--- src/rtl/fifo_rd_stream.sv ---
`default_nettype none
// ============================================================================
// Module      : fifo_rd_stream
// Description : Reads a synchronous FIFO (1-cycle read latency) and presents
//               the words as a valid/ready stream, with a delivered-beat count.
// Revision    : 1.0 - initial release
// ============================================================================
module fifo_rd_stream #(
    parameter int DATAW = 8,
    parameter int CNTW  = 16
) (
    input  logic             clk,
    input  logic             rst_n,
    input  logic             i_rd_empty,
    output logic             o_rd_en,
    input  logic [DATAW-1:0] i_rd_data,
    output logic             o_valid,
    input  logic             i_ready,
    output logic [DATAW-1:0] o_data,
    output logic [CNTW-1:0]  o_beats
);

    logic             r_out_vld;
    logic [DATAW-1:0] r_out_data;
    logic             r_skid_vld;
    logic [DATAW-1:0] r_skid_data;
    logic             r_infl;
    logic [CNTW-1:0]  r_beats;

    logic             w_pop;
    logic [1:0]       w_occ;
    logic [1:0]       w_occ_after;

    assign w_pop       = r_out_vld & i_ready;
    assign w_occ       = {1'b0, r_out_vld} + {1'b0, r_skid_vld} + {1'b0, r_infl};
    assign w_occ_after = w_occ - {1'b0, w_pop};

    // A new read is only issued when its word is guaranteed a slot on arrival.
    assign o_rd_en = rst_n & ~i_rd_empty & (w_occ_after < 2'd2);

    always_ff @(posedge clk or negedge rst_n) begin
        if (!rst_n) begin
            r_out_vld   <= 1'b0;
            r_out_data  <= '0;
            r_skid_vld  <= 1'b0;
            r_skid_data <= '0;
            r_infl      <= 1'b0;
            r_beats     <= '0;
        end else begin
            r_infl <= o_rd_en;
            if (w_pop) begin
                r_beats <= r_beats + CNTW'(1);
            end
            if (r_infl) begin
                if (!r_skid_vld && (!r_out_vld || w_pop)) begin
                    r_out_vld  <= 1'b1;
                    r_out_data <= i_rd_data;
                end else if (r_skid_vld && w_pop) begin
                    r_out_data  <= r_skid_data;
                    r_skid_data <= i_rd_data;
                end else begin
                    r_skid_vld  <= 1'b1;
                    r_skid_data <= i_rd_data;
                end
            end else if (w_pop) begin
                if (r_skid_vld) begin
                    r_out_data <= r_skid_data;
                    r_skid_vld <= 1'b0;
                end else begin
                    r_out_vld <= 1'b0;
                end
            end
        end
    end

    assign o_valid = r_out_vld;
    assign o_data  = r_out_data;
    assign o_beats = r_beats;

`ifndef SYNTHESIS
    a_occ_max : assert property (@(posedge clk) disable iff (!rst_n) (w_occ <= 2'd2));
`endif

endmodule
`default_nettype wire

--- config.mk ---
export PLATFORM = sky130hd
export DESIGN_NAME = fifo_rd_stream
export DESIGN_NICKNAME = d
export VERILOG_FILES = /design/src/rtl/fifo_rd_stream.sv
export SDC_FILE = /design/constraint.sdc
export NUM_CORES = 1
export LEC_CHECK = 0
export ABC_AREA = 0
export CORE_MARGIN = 2
export CORE_UTILIZATION = 30
export CTS_BUF_LIST = sky130_fd_sc_hd__clkbuf_4 sky130_fd_sc_hd__clkbuf_8
export CTS_CLUSTER_SIZE = 16
export DETAILED_ROUTE_END_ITERATION = 10
export GPL_TIMING_DRIVEN = 0
export HOLD_SLACK_MARGIN = 0.12
export PLACE_DENSITY_LB_ADDON = 0.05
export SYNTH_ARGS = -nofsm -noshare
export SYNTH_HDL_FRONTEND = slang
export SYNTH_SLANG_ARGS = --single-unit
--- constraint.sdc ---
create_clock -name clk -period 2.05 [get_ports clk]
set_input_delay 0.205 -clock clk [delete_from_list [all_inputs] [get_ports clk]]
set_output_delay 0.205 -clock clk [all_outputs]
set_load 0.02 [all_outputs]
==> results.py <==
metrics = {
    "run_status": {
        "status": "complete, but fails checks",
        "violations": "negative setup slack",
    },
    "critical_path": {
        "crit_path_max_fanout": 2,
        "cp_data_required_time_ns": 1.85,
        "critical_path_class": "flop to output pin",
        "worst_setup_path_start_kind": "flop",
        "slowest_stage": "dfrtp_2",
        "critPathArrivalTime_ns": 1.95,
        "path_buf_inv": 3,
        "cp_slowest_stage_delay_ns": 0.43,
        "critPathTopFamily": "adder cells",
        "r2r_cells": 9,
        "end_kind": "output pin",
        "cp_num_cells": 9,
        "crit_path_cell_trace": "nand2_4, inv_4, ha_4, inv_4, ha_4, a21oi_2, xnor2_1, nor3b_2, buf_4",
    },
    "global_route": {
        "overflow": 0,
        "grt_pass1_wl_um": 5820,
        "antenna_found_initial": 0,
        "grt_max_degree": 36,
        "grt_pass1_vias": 1222,
        "track_usage_pct": 12.6,
    },
    "timing": {
        "rsz0062_at_grt": "true",
        "setup_viol_count_final": 1,
        "fin_hold_ws_ns": 0.466,
        "finalSetupTns_ns": -0.100,
        "period_share_pct": 105,
        "fmaxAchievable_mhz": 465,
        "drv_slew": 0,
        "finalHoldViolCount": 0,
        "max-slew-margin-rel_pct": 68.7,
        "period_minus_slack_ns": 2.15,
        "finClkSkew_ns": 0.00573,
        "tightestPinTransition_ns": 0.470,
        "worst_slack_ns": -0.100,
    },
    "yosys": {
        "synth-seq-area-share_pct": 54.8,
        "synth.top_cell.area_share_pct": 54.8,
        "synthCells": 133,
        "ys.flop_type": "dfrtp_1",
        "ys_warn_count": 0,
        "yosysTopAreaCell": "dfrtp_1",
        "synthDistinctLibCells": 31,
        "netlist_area_um2": 1600,
        "synth_seq_cells": 35,
        "yosysMostFrequentCell": "dfrtp_1",
        "synth_area_leaders": "dfrtp_1 55%, xnor2_1 7.1%, mux2_2 6.3%, mux2i_1 5.0%, nand2_1 3.3%",
        "synth_fp_nets": 149,
        "ys_top_cells_by_count": "35 x dfrtp_1, 14 x nand2_1, 13 x xnor2_1, 9 x mux2_2, 8 x mux2i_1",
        "avgSynthCellArea_um2": 12.0,
        "synthArstFlopShare_pct": 100,
        "synth_edf_count": 0,
    },
    "power_and_ir_drop": {
        "p_leak_nw": 0.962,
        "ir_drop_mv": 0.592,
        "powerDensity_nw_per_um2": 1240,
    },
    "drt": {
        "drc": 0,
        "drtPass1Iterations": 4,
        "drt-initial-drc-count": 65,
        "wl_per_cell_um": 13.3,
        "route.vias.total": 1166,
        "ant_nets": 0,
        "wl_um": 3410,
        "viasPerCell": 4.54,
    },
    "cts": {
        "htree_levels": 2,
        "cts-root-buf": "clkbuf_8",
        "cts_buffer_depth": 2,
        "tritoncts": "yes",
        "clk_latency_ns": 0.28,
        "clock_sinks": 35,
        "path_clk_slew_ns": 0.07,
        "numCtsBuffers": 5,
    },
    "placement": {
        "dp.cells": 240,
        "post-place-ws_ns": -0.937,
        "place.port_buffers": 37,
        "place_congestion": 0.739,
        "dpl.hpwl_um": 2260,
        "placed_area_um2": 2060,
    },
    "die": {
        "core_um2": 5140,
        "start_util_pct": 31.1,
        "ios": 38,
        "dieArea_um2": 5930,
        "die_w_um": 77.0,
        "fp.dieH_um": 77.0,
        "num_rows": 26,
    },
    "finish": {
        "antenna_cells": 0,
        "nets": 202,
        "final_cells": 257,
        "layout-area-overhead-vs-synth_pct": 42.2,
        "design_area_um2": 2270,
        "layout-drive-gt1-share_pct": 23.0,
    },
    "run": {
        "cap_violations": 0,
    },
    "min_path": {
        "hold_class": "input pin to asynchronous set/reset pin",
    },
}
sequential cells by signal, indices dropped and copies added, names as in the netlist:
register     count
o_beats         16
o_data           8
r_skid_data      8
o_valid          1
r_infl           1
r_skid_vld       1
power breakdown:
group / switching [mW] / internal (mW) / leakage, nW
logic: 0.583 / 0.642 / 0.467
registers: 0.165 / 0.917 / 0.446
clock network: 0.241 / 0.265 / 0.0491
worst reg2reg max path: stages (launching register included):
cell	delay, ns
dfrtp_2	0.43
nand2_4	0.08
inv_4	0.05
buf_4	0.14
ha_1	0.18
o21bai_1	0.20
a221oi_4	0.40
buf_6	0.19
nand2_1	0.05
o21ai_0	0.06
cell families after synthesis:
| group | Yosys count | synth area share (%) |
|---|---|---|
| muxes | 17 | 11.4 |
| xor gates and xnor gates | 16 | 8.77 |
| buffers and inverters | 7 | 2.19 |
| and+or+nand+nor | 39 | 13.2 |
| DFF | 35 | 54.8 |
| adders and majority gates | 4 | 3.13 |
| AOI/OAI and AO/OA | 15 | 6.58 |
cell type report:
cell class,instances,area [um2]
plain buffers,2,22.5
clock buffers,7,83.8
clock inverters,1,5.00
fillers,517,2870
inverters,5,23.8
multi-input cells,91,728
flip-flops and latches,35,877
well taps,70,87.6
repair buffers,46,444
routing by layer:
| layer | GRT usage, % | wire length, um |
|---|---|---|
| met1 | 16.2 | 1610 |
| met2 | 19.6 | 1580 |
| met3 | 3.53 | 169 |
| met4 | 5.89 | 55 |
| met5 | 0 | 0 |
metrics by stage:
step | util, % | power, mW
6_report | 44.2 | 2.81
5_1_grt | 44.2 | 3.00
4_1_cts | 43.9 | 2.81
3_5_place_dp | 40.1 | 2.19
3_3_place_gp | 40.2 | 2.15
2_1_floorplan | - | 1.75
path summary, 6_finish.rpt:
kind | start | to | slack [ns]
setup reg to reg | o_valid | o_data[6] | 0.18
max in group asynchronous | rst_n | o_valid | 1.39
hold reg to reg | o_beats[15] | o_beats[15] | 0.47
min in group clk | i_ready | r_skid_vld | 0.47
hold / removal | rst_n | o_beats[0] | 0.47
setup / recovery | o_valid | o_rd_en | -0.10
placed cells by master, fill, tap and decap left out, types with 2 or more instances in the layout:
cell              n
o21ai_0           6
nand2_1          13
and3_1            3
xnor2_1          13
nand4_1           5
buf_4             8
mux2_2            9
nand3_1           6
nor2_1            2
o21ai_1           3
inv_4             2
dfrtp_1          34
buf_6             2
clkbuf_8          5
ha_4              2
ha_1              2
inv_1             2
xor2_1            3
clkbuf_4          2
mux2i_1           8
clkdlybuf4s50_1  34
timing repair:
item,CTS,global route
hold endpoints to repair,35,0
setup buffers,5,2
pin swaps,5,5
resized for setup,15,1
hold buffers,2,0
setup endpoints to repair,9,9
gates cloned,0,0
Power figures use the tool's default switching activity.
